==> src/rtl/rgmii_rx_frontend.sv <==
// RGMII receive front end: DDR/SDR capture, preamble strip, word packing.
// Optional in-band link status decode under RGMII_INBAND_STATUS_EN.
module rgmii_rx_frontend #(
  parameter int OUT_BYTES    = 4,
  parameter int MIN_PREAMBLE = 2,
  parameter int LEN_W        = 16
) (
  input  logic                   rx_clk,
  input  logic                   reset_n,
  input  logic                   speed_1g,
  input  logic [3:0]             rgmii_rxd,
  input  logic                   rgmii_rx_ctl,
  output logic [8*OUT_BYTES-1:0] out_data,
  output logic [OUT_BYTES-1:0]   out_keep,
  output logic                   out_valid,
  output logic                   out_sof,
  output logic                   out_eof,
  output logic                   out_err,
  output logic [LEN_W-1:0]       out_len,
  output logic [2:0]             link_status
);

  localparam int DW = 8 * OUT_BYTES;
  localparam int CW = $clog2(OUT_BYTES + 1);
  localparam logic [3:0] MIN_P = 4'(MIN_PREAMBLE);
  localparam logic [CW-1:0] FULL = CW'(OUT_BYTES);

  typedef enum logic [1:0] {
    IDLE, PREAMBLE, DATA, DROP
  } state_t;

  state_t state_q, state_d;

  logic [3:0] nib_lo, nib_hi, lo_hold;
  logic ctl_r, ctl_f, half, mode_1g;
  logic stb, dv, er, odd;
  logic [7:0] rx_byte;
  logic [3:0] pcnt_q, pcnt_d;
  logic start, take, flush;
  logic [DW-1:0] acc;
  logic [CW-1:0] acc_cnt;
  logic [OUT_BYTES-1:0] keep_w;
  logic [LEN_W-1:0] len_q;
  logic err_q, sent_q;

  // rising-edge capture: low nibble and DV
  always_ff @(posedge rx_clk or negedge reset_n) begin
    if (!reset_n) begin
      nib_lo <= '0;
      ctl_r  <= 1'b0;
    end else begin
      nib_lo <= rgmii_rxd;
      ctl_r  <= rgmii_rx_ctl;
    end
  end

  // falling-edge capture: high nibble and DV^ER
  always_ff @(negedge rx_clk or negedge reset_n) begin
    if (!reset_n) begin
      nib_hi <= '0;
      ctl_f  <= 1'b0;
    end else begin
      nib_hi <= rgmii_rxd;
      ctl_f  <= rgmii_rx_ctl;
    end
  end

  // speed latch in IDLE and SDR nibble phase tracking
  always_ff @(posedge rx_clk or negedge reset_n) begin
    if (!reset_n) begin
      mode_1g <= 1'b1;
      half    <= 1'b0;
      lo_hold <= '0;
    end else begin
      if (state_q == IDLE)
        mode_1g <= speed_1g;
      if (!mode_1g && ctl_r) begin
        half <= ~half;
        if (!half)
          lo_hold <= nib_lo;
      end else begin
        half <= 1'b0;
      end
    end
  end

  // byte/strobe recovery for both speeds
  always_comb begin
    stb     = 1'b1;
    dv      = ctl_r;
    er      = 1'b0;
    odd     = 1'b0;
    rx_byte = {nib_hi, nib_lo};
    if (mode_1g) begin
      er = ctl_r ^ ctl_f;
    end else if (ctl_r) begin
      stb     = half;
      rx_byte = {nib_lo, lo_hold};
    end else begin
      rx_byte = {4'h0, nib_lo};
      odd     = half;
    end
  end

  // frame state register
  always_ff @(posedge rx_clk or negedge reset_n) begin
    if (!reset_n) begin
      state_q <= IDLE;
      pcnt_q  <= '0;
    end else begin
      state_q <= state_d;
      pcnt_q  <= pcnt_d;
    end
  end

  // next state on byte strobes
  always_comb begin
    state_d = state_q;
    pcnt_d  = pcnt_q;
    start   = 1'b0;
    if (stb) begin
      unique case (state_q)
        IDLE: begin
          if (dv && rx_byte == 8'h55) begin
            state_d = PREAMBLE;
            pcnt_d  = 4'd1;
          end else if (dv) begin
            state_d = DROP;
          end
        end
        PREAMBLE: begin
          if (!dv) begin
            state_d = IDLE;
          end else if (rx_byte == 8'h55) begin
            if (pcnt_q != 4'hF)
              pcnt_d = pcnt_q + 4'd1;
          end else if (rx_byte == 8'hD5 && pcnt_q >= MIN_P) begin
            state_d = DATA;
            start   = 1'b1;
          end else begin
            state_d = DROP;
          end
        end
        DATA: if (!dv) state_d = IDLE;
        DROP: if (!dv) state_d = IDLE;
      endcase
    end
  end

  assign take  = stb && dv && state_q == DATA;
  assign flush = stb && !dv && state_q == DATA;

  // lanes filled in the partial word
  always_comb begin
    keep_w = '0;
    for (int i = 0; i < OUT_BYTES; i++)
      keep_w[i] = CW'(i) < acc_cnt;
  end

  // packing, pending word and output register
  always_ff @(posedge rx_clk or negedge reset_n) begin
    if (!reset_n) begin
      acc       <= '0;
      acc_cnt   <= '0;
      len_q     <= '0;
      err_q     <= 1'b0;
      sent_q    <= 1'b0;
      out_data  <= '0;
      out_keep  <= '0;
      out_valid <= 1'b0;
      out_sof   <= 1'b0;
      out_eof   <= 1'b0;
      out_err   <= 1'b0;
      out_len   <= '0;
    end else begin
      out_data  <= '0;
      out_keep  <= '0;
      out_valid <= 1'b0;
      out_sof   <= 1'b0;
      out_eof   <= 1'b0;
      out_err   <= 1'b0;
      out_len   <= '0;
      if (start) begin
        acc     <= '0;
        acc_cnt <= '0;
        len_q   <= '0;
        err_q   <= 1'b0;
        sent_q  <= 1'b0;
      end
      if (take) begin
        err_q <= err_q | er;
        if (len_q != '1)
          len_q <= len_q + 1'b1;
        if (acc_cnt == FULL) begin
          out_valid <= 1'b1;
          out_data  <= acc;
          out_keep  <= '1;
          out_sof   <= ~sent_q;
          sent_q    <= 1'b1;
          acc       <= {{(DW-8){1'b0}}, rx_byte};
          acc_cnt   <= CW'(1);
        end else begin
          for (int i = 0; i < OUT_BYTES; i++)
            if (acc_cnt == CW'(i))
              acc[i*8 +: 8] <= rx_byte;
          acc_cnt <= acc_cnt + 1'b1;
        end
      end
      if (flush && acc_cnt != '0) begin
        out_valid <= 1'b1;
        out_data  <= acc;
        out_keep  <= keep_w;
        out_sof   <= ~sent_q;
        out_eof   <= 1'b1;
        out_err   <= err_q | odd;
        out_len   <= len_q;
        sent_q    <= 1'b1;
        acc_cnt   <= '0;
      end
    end
  end

`ifdef RGMII_INBAND_STATUS_EN
  logic [2:0] link_q;

  // in-band status only between frames
  always_ff @(posedge rx_clk or negedge reset_n) begin
    if (!reset_n)
      link_q <= '0;
    else if (stb && state_q == IDLE && !dv && !er)
      link_q <= {rx_byte[0], rx_byte[2:1]};
  end

  assign link_status = link_q;
`else
  assign link_status = 3'b000;
`endif

endmodule

==> config.mk <==
export PLATFORM = sky130hd
export DESIGN_NAME = rgmii_rx_frontend
export DESIGN_NICKNAME = d
export VERILOG_FILES = /design/src/rtl/rgmii_rx_frontend.sv
export SDC_FILE = /design/constraint.sdc
export NUM_CORES = 1
export LEC_CHECK = 0
export CAP_MARGIN = 25
export CORE_ASPECT_RATIO = 1.4
export CORE_MARGIN = 2
export CORE_UTILIZATION = 55
export DETAILED_ROUTE_END_ITERATION = 8
export GPL_ROUTABILITY_DRIVEN = 0
export HOLD_SLACK_MARGIN = 0.03
export PLACE_DENSITY = 0.76
export RECOVER_POWER = 25
export SYNTH_ARGS = -nofsm -noshare
export SYNTH_HDL_FRONTEND = slang
export SYNTH_SLANG_ARGS = --single-unit
export TNS_END_PERCENT = 10
==> constraint.sdc <==
create_clock -name rx_clk -period 5.9 [get_ports rx_clk]
set_clock_uncertainty 0.1 [all_clocks]
set_input_delay 0.885 -clock rx_clk [delete_from_list [all_inputs] [get_ports rx_clk]]
set_output_delay 0.885 -clock rx_clk [all_outputs]
set_load 0.01 [all_outputs]
==> impl_metrics.tcl, run 1 <==
set metrics [dict create \
    synth_commonest_cells "dfrtp_1 (125), nand2_1 (60), nor2b_1 (35), nor2_1 (32), o22ai_1 (26)" \
    remaining_drc_errors 0 \
    clk_path_buf_depth 2 \
    cap_violations 1 \
    dpl.hpwl_um 7427 \
    synthFlopType "dfrtp_1" \
    cts_hold_buf 0 \
    synth_seq_area_share 0.6164 \
    rrSetupSlack_ns 0.59 \
    yosysWarnings 0 \
    ios 67 \
    final_layout_size_suffix_gt1_frac 0.09173 \
    viasPerCell 5.695 \
    max-slew-margin-rel -1.230 \
    slowest_stage "o31ai_4" \
    clkTransAtPathRegs_ns 0.05 \
    synth_top_area_cell "dfrtp_1" \
    synthCells 478 \
    cts_resized 0 \
    hp-class "primary input to async pin" \
    synth_cell_types 54 \
    floorplan.rows 42 \
    synthTopCellsByArea "dfrtp_1 (59%), nand2_1 (4.2%), nor2b_1 (4.1%)" \
    grt-ovfl-total 0 \
    critical_path_class "flip-flop to flip-flop" \
    power.internal_mw 1.858 \
    synth.area.mux_share 0.02799 \
    cts_post_setup_buffers_inserted 0 \
    vias 3793 \
    die_h_um 120.4 \
    postRouteAntennaNets 0 \
    cts-buffers-inserted 17 \
    ys_seq_elements 131 \
    yosysTopAreaCellShare 0.5880 \
    setup_viol 0 \
    nFillCells 676 \
    drv_slew 68 \
    grt_pass1_vias 3755 \
    p_total_mw 2.568 \
    reg2reg_to "acc[24]$_DFF_PN0_" \
    start_util 0.5624 \
    synth-xor-area-share 0.01152 \
    syn_area_mm2 0.005320 \
    setup_tns_ns 0 \
    rsz0062_at_grt "false" \
    arrival_ns 5.47 \
    powerDensity_mw_per_mm2 391.2 \
    synth_most_common_cell "dfrtp_1" \
    die_area_mm2 0.01049 \
    grt_max_degree 68 \
    grt_pass1_wl_um 18580 \
    rr_startpoint "nib_hi[0]$_DFF_NN0_" \
    wl_per_cell_um 16.66 \
    grt_usage 0.2335 \
    worstSkewPairLatency_ns 0.41 \
    critPathLaunchType "flip-flop" \
    fin_nets 557 \
    pwr-share-clk 0.384 \
    cts_tree "yes" \
    clock-sinks 131 \
    cpPeakStageDelay_ns 0.71 \
    irDropWorstVdd_mv 0.2430 \
    crit_chain "nand2_1 > o32a_1 > a2111o_1 > o31ai_4 > o22ai_1" \
    h-tree-depth 4 \
    synth-edff-count 0 \
    leakage_nw 2.911 \
    synth_top_family_by_area "simple AND/OR/NAND/NOR gates" \
    clock-root-buffer "clkbuf_16" \
    tightest_slew_ns 3.344 \
    dr.pass1.iters 4 \
    status "complete, but fails checks" \
    area_delta_synth_final_pct 23.38 \
    failed_checks "max-capacitance violations, max-slew violations" \
    synthAdderAreaFrac 0.01411 \
    critPathRequiredTime_ns 6.06 \
    drt-initial-drc-count 250 \
    combinationalPowerShare 0.163 \
    share_seq_of_total_power 0.452 \
    synth_area_per_cell_um2 11.13 \
    wl_um 11090 \
    antenna_found_initial 0 \
    die_w_um 87.12 \
    yosys.area_share.simple 0.1839 \
    core_mm2 0.009459 \
    port-buffer-count 63 \
    cp-end-kind "flip-flop" \
    critPathMaxFanout 16 \
    finalHoldViolCount 0 \
    rr_worst_depth 5 \
    sw_frac_of_total 0.2765 \
    n_antenna_cell 0 \
    synthArstFlopShare 1.000 \
    power_switching_mw 0.7099 \
    synth-compound-area-share 0.1115 \
]
==> worst max-delay path by stage <==
stage / from / end / slack (ns)
6_report: nib_hi[0]$_DFF_NN0_ / acc[24]$_DFF_PN0_ / 0.59
5_1_grt: nib_hi[0]$_DFF_NN0_ / acc[27]$_DFF_PN0_ / 0.54
4_1_cts: nib_hi[0]$_DFF_NN0_ / acc[24]$_DFF_PN0_ / 0.62
3_5_place_dp: nib_hi[0]$_DFF_NN0_ / acc[24]$_DFF_PN0_ / 0.62
3_3_place_gp: nib_hi[0]$_DFF_NN0_ / acc[29]$_DFF_PN0_ / 0.70
2_1_floorplan: nib_hi[0]$_DFF_NN0_ / acc[22]$_DFF_PN0_ / 1.03
==> placed cells by master, fill, tap and decap left out, drive strengths merged, types with 6 or more instances in the layout <==
cell type	synthesis	routed
a21oi	16	16
and2	13	13
clkbuf	15	25
clkdlybuf4s50	0	56
clkinv	0	6
dfrtp	125	125
dlygate4sd3	0	6
ha	6	6
inv	12	12
mux2	7	7
mux2i	7	7
nand2	60	60
nand3	11	11
nand4	8	8
nor2	33	33
nor2b	36	36
nor3	6	6
o21ai	21	21
o22ai	26	26
o31ai	7	7
==> final cells by class <==
cell class                 count  area, µm²  share of cell area
clock inverter                 9      78.83             0.01201
tap                          110      137.6             0.02097
inverter                      12      45.04            0.006862
sequential                   131       3279              0.4996
multi-input combinational    312       1869              0.2848
clock buffer                  23      488.0             0.07434
timing repair buffer          69      665.6              0.1014
==> logic make-up (layout without fill, tap and decap cells) <==
family                   after synthesis  count (layout)
AO/OA/AOI/OAI                         93              93
XOR/XNOR                               7               7
adder cells (fa/ha/maj)                6               6
buffers and inverters                 37             113
flip-flops                           131             131
multiplexers                          14              14
other                                  1               3
AND/OR/NAND/NOR                      189             189
==> metrics by stage <==
step | setup WS (ns) | hold WS [ns] | utilization | instances | area, µm²
2_1_floorplan | 1.027 | 0.2968 | - | 480 | 5328
3_3_place_gp | 0.7029 | 0.3588 | 0.6345 | 633 | 6002
3_5_place_dp | 0.6201 | 0.3456 | 0.6345 | 633 | 6002
4_1_cts | 0.6233 | 0.3495 | 0.6944 | 665 | 6569
5_1_grt | 0.5368 | 0.3676 | 0.6939 | 666 | 6564
6_report | 0.5924 | 0.3470 | 0.6939 | 666 | 6564
==> critical path: cells and delay by family, from the launching register on <==
| kind | cells | cell delay (ns) |
|---|---|---|
| flops | 1 | 0.38 |
| simple gates | 1 | 0.06 |
| compound gates | 4 | 1.67 |
==> sequential cells by signal, indices dropped and copies added (netlist names), 2 cells and up <==
| name | flops |
|---|---|
| pcnt_q | 4 |
| acc | 32 |
| len_q | 16 |
| out_keep | 4 |
| out_data | 32 |
| state_q | 2 |
| acc_cnt | 3 |
| nib_lo | 4 |
| lo_hold | 4 |
| out_len | 16 |
| nib_hi | 4 |
==> power groups by stage <==
stage / clock network [mW] / registers (mW) / logic [mW]
floorplan: 0 / 1.14 / 0.278
global placement: 0 / 1.17 / 0.398
detailed placement: 0 / 1.17 / 0.412
CTS: 1.00 / 1.16 / 0.421
global route: 1.04 / 1.18 / 0.467
finish: 0.987 / 1.16 / 0.419
==> layer usage <==
metal	share of wire	vias to the layer above	global-route usage
met1	0.40	1860	0.2773
li1	-	1790	-
met4	0.022	0	0.1192
met5	0	-	0
met2	0.54	117	0.3893
met3	0.042	26	0.05802
Power figures use the tool's default switching activity.
==> run 2: changes to the inputs <==
--- a/config.mk
+++ b/config.mk
@@ -5,6 +5,7 @@
 export SDC_FILE = /design/constraint.sdc
 export NUM_CORES = 1
 export LEC_CHECK = 0
+export ABC_AREA = 1
 export CAP_MARGIN = 25
 export CORE_ASPECT_RATIO = 1.4
 export CORE_MARGIN = 2
==> constraint.sdc (replaced) <==
create_clock -name rx_clk -period 5.88 [get_ports rx_clk]
set_clock_uncertainty 0.1 [all_clocks]
set_input_delay 0.882 -clock rx_clk [delete_from_list [all_inputs] [get_ports rx_clk]]
set_output_delay 0.882 -clock rx_clk [all_outputs]
set_load 0.01 [all_outputs]
==> run 2 against run 1 <==
The flow still finishes with violations (max-capacitance violations, max-slew violations); final area up 6.6%; synthesized cell count up 40%; via count up 20%; core utilization down 1.1 points; wire length up 12%; clock power up 9%; critical path type unchanged; critical endpoint is now acc[21]$_DFF_PN0_.
==> impl_metrics.tcl, run 2 <==
set metrics [dict create \
    worstSkewPairLatency_ns 0.41 \
    cap_violations 1 \
    grt_pass1_vias 4457 \
    cts_tree "yes" \
    synth-edff-count 0 \
    leakage_nw 3.564 \
    grt_pass1_wl_um 20360 \
    sw_frac_of_total 0.3357 \
    h-tree-depth 4 \
    wl_um 12460 \
    power.internal_mw 2.080 \
    viasPerCell 5.184 \
    critPathLaunchType "flip-flop" \
    synthArstFlopShare 1.000 \
    dr.pass1.iters 5 \
    synth.area.mux_share 0.001755 \
    synthAdderAreaFrac 0.01316 \
    critPathMaxFanout 37 \
    floorplan.rows 44 \
    yosysTopAreaCellShare 0.5484 \
    powerDensity_mw_per_mm2 447.7 \
    synth_most_common_cell "nand2_1" \
    cp-end-kind "flip-flop" \
    synth_top_area_cell "dfrtp_1" \
    area_delta_synth_final_pct 22.64 \
    status "complete, but fails checks" \
    remaining_drc_errors 0 \
    synthCells 667 \
    syn_area_mm2 0.005704 \
    clock-root-buffer "clkbuf_16" \
    dpl.hpwl_um 8260 \
    pwr-share-clk 0.344 \
    synth_seq_area_share 0.5749 \
    critPathRequiredTime_ns 6.13 \
    yosys.area_share.simple 0.2584 \
    grt_usage 0.2292 \
    fin_nets 745 \
    cts_hold_buf 0 \
    clk_path_buf_depth 2 \
    rsz0062_at_grt "false" \
    antenna_found_initial 0 \
    tightest_slew_ns 3.934 \
    die_h_um 124.5 \
    cts_post_setup_buffers_inserted 0 \
    wl_per_cell_um 14.15 \
    arrival_ns 5.49 \
    synth-compound-area-share 0.05900 \
    die_area_mm2 0.01121 \
    synthFlopType "dfrtp_1" \
    synth_cell_types 34 \
    final_layout_size_suffix_gt1_frac 0.07402 \
    vias 4567 \
    cts-buffers-inserted 17 \
    postRouteAntennaNets 0 \
    yosysWarnings 0 \
    synth_commonest_cells "nand2_1 (182), dfrtp_1 (125), inv_1 (81), nor2_1 (75), nand3_1 (59)" \
    share_seq_of_total_power 0.401 \
    dpl-instance-area_mm2 0.006404 \
    grt_max_degree 79 \
    die_w_um 90.07 \
    nFillCells 832 \
    critical_path_class "flip-flop to flip-flop" \
    ys_seq_elements 131 \
    max-slew-margin-rel -1.623 \
    layout_commonest_cell "nand2_1" \
    ios 67 \
    power_switching_mw 1.051 \
    synthTopCellsByArea "dfrtp_1 (55%), nand2_1 (12%), inv_1 (5.3%)" \
    final_area_mm2 0.006995 \
    drv_slew 79 \
    n_antenna_cell 0 \
    clock-sinks 131 \
    setup_viol 0 \
    synth_top_family_by_area "simple AND/OR/NAND/NOR gates" \
    synth-xor-area-share 0.009213 \
    irDropWorstVdd_mv 0.2463 \
    combinationalPowerShare 0.255 \
    layout_common_cells "nand2_1 (183), dfrtp_1 (125), inv_1 (82)" \
    utilization 0.6832 \
    cts_resized 0 \
    finalHoldViolCount 0 \
    hp-class "primary input to async pin" \
    port-buffer-count 63 \
    start_util 0.5571 \
    clkTransAtPathRegs_ns 0.05 \
    hold_ws_ns 0.3405 \
    drt-initial-drc-count 279 \
    setup_tns_ns 0 \
    core_mm2 0.01024 \
    synth_area_per_cell_um2 8.552 \
    p_total_mw 3.132 \
    reg_top3 "acc x32, out_data x32" \
    grt-ovfl-total 0 \
    failed_checks "max-capacitance violations, max-slew violations" \
]
## run 2: changes by cell type in the layout (fill, tap and decap cells not counted), sizes merged, moves of 6 or more
cell / previous run / this run
mux2i: 7 / 1
nand2: 60 / 189
mux2: 7 / 0
a21oi: 16 / 34
nor2b: 36 / 0
and2: 13 / 0
o31ai: 7 / 0
nor2: 33 / 82
inv: 12 / 87
o21ai: 21 / 30
nand3: 11 / 60
o22ai: 26 / 1
## run 2: per-stage QoR
step / worst slack, ns / instances
after floorplan: 1.388 / 669
after global placement: 0.8373 / 850
after detailed placement: 0.6945 / 850
after CTS: 0.6396 / 881
after global routing: 0.3641 / 881
final: 0.6321 / 881
## run 2: worst paths after layout
path	from	to	slack (ns)	depth (start not counted)
max in group asynchronous	reset_n	acc[15]$_DFF_PN0_	1.22	2
setup reg to reg	nib_hi[3]$_DFF_NN0_	acc[21]$_DFF_PN0_	0.63	12
hold reg to reg	sent_q$_DFF_PN0_	out_sof$_DFF_PN0_	0.37	1
setup / recovery	nib_hi[3]$_DFF_NN0_	acc[21]$_DFF_PN0_	0.63	12
min in group rx_clk	sent_q$_DFF_PN0_	out_sof$_DFF_PN0_	0.37	1
hold / removal	reset_n	len_q[0]$_DFF_PN0_	0.34	1
## run 2: cell families (layout without fill, tap and decap cells)
group	after synthesis	after routing
buffers and inverters	112	186
AND/OR/NAND/NOR	344	344
other	1	3
XOR/XNOR	6	6
flip-flops	131	131
multiplexers	1	1
AO/OA/AOI/OAI	66	66
adder cells (fa/ha/maj)	6	6
## run 2: power by group through the flow
stage | Sequential (mW) | Combinational [mW] | Clock (mW)
global route | 1.28 | 0.911 | 1.12
global placement | 1.25 | 0.755 | 0
CTS | 1.26 | 0.803 | 1.09
floorplan | 1.23 | 0.576 | 0
finish | 1.26 | 0.798 | 1.08
detailed placement | 1.27 | 0.787 | 0
## run 2: worst max-delay path: stages, from the launching register on
cell and delay, ns:
dfrtn_1 0.33, nand2_1 0.09, inv_1 0.05, nor2_1 0.36, nand2_1 0.15, inv_1 0.08, nand2_1 0.09, nand4_4 0.37
buf_4 0.34, nand2_1 0.10, nand2_1 0.08, nand2_1 0.07, nand2_1 0.07
## run 2: layer usage
metal | wire, µm | vias to the layer above | global-route usage
met2 | 6379 | 169 | 0.3866
met4 | 446 | 0 | 0.1222
met5 | 0 | - | 0
met3 | 632 | 36 | 0.05747
met1 | 5005 | 2167 | 0.2692
li1 | - | 2195 | -
## run 2: cell type report
| type | count | area [µm²] | area share |
|---|---|---|---|
| Sequential cell | 131 | 3279 | 0.4688 |
| Multi-Input combinational cell | 426 | 1949 | 0.2787 |
| Timing Repair Buffer | 68 | 654.4 | 0.09354 |
| Clock buffer | 23 | 488.0 | 0.06975 |
| Inverter | 87 | 326.6 | 0.04668 |
| Tap cell | 138 | 172.7 | 0.02468 |
| Clock inverter | 8 | 125.1 | 0.01789 |
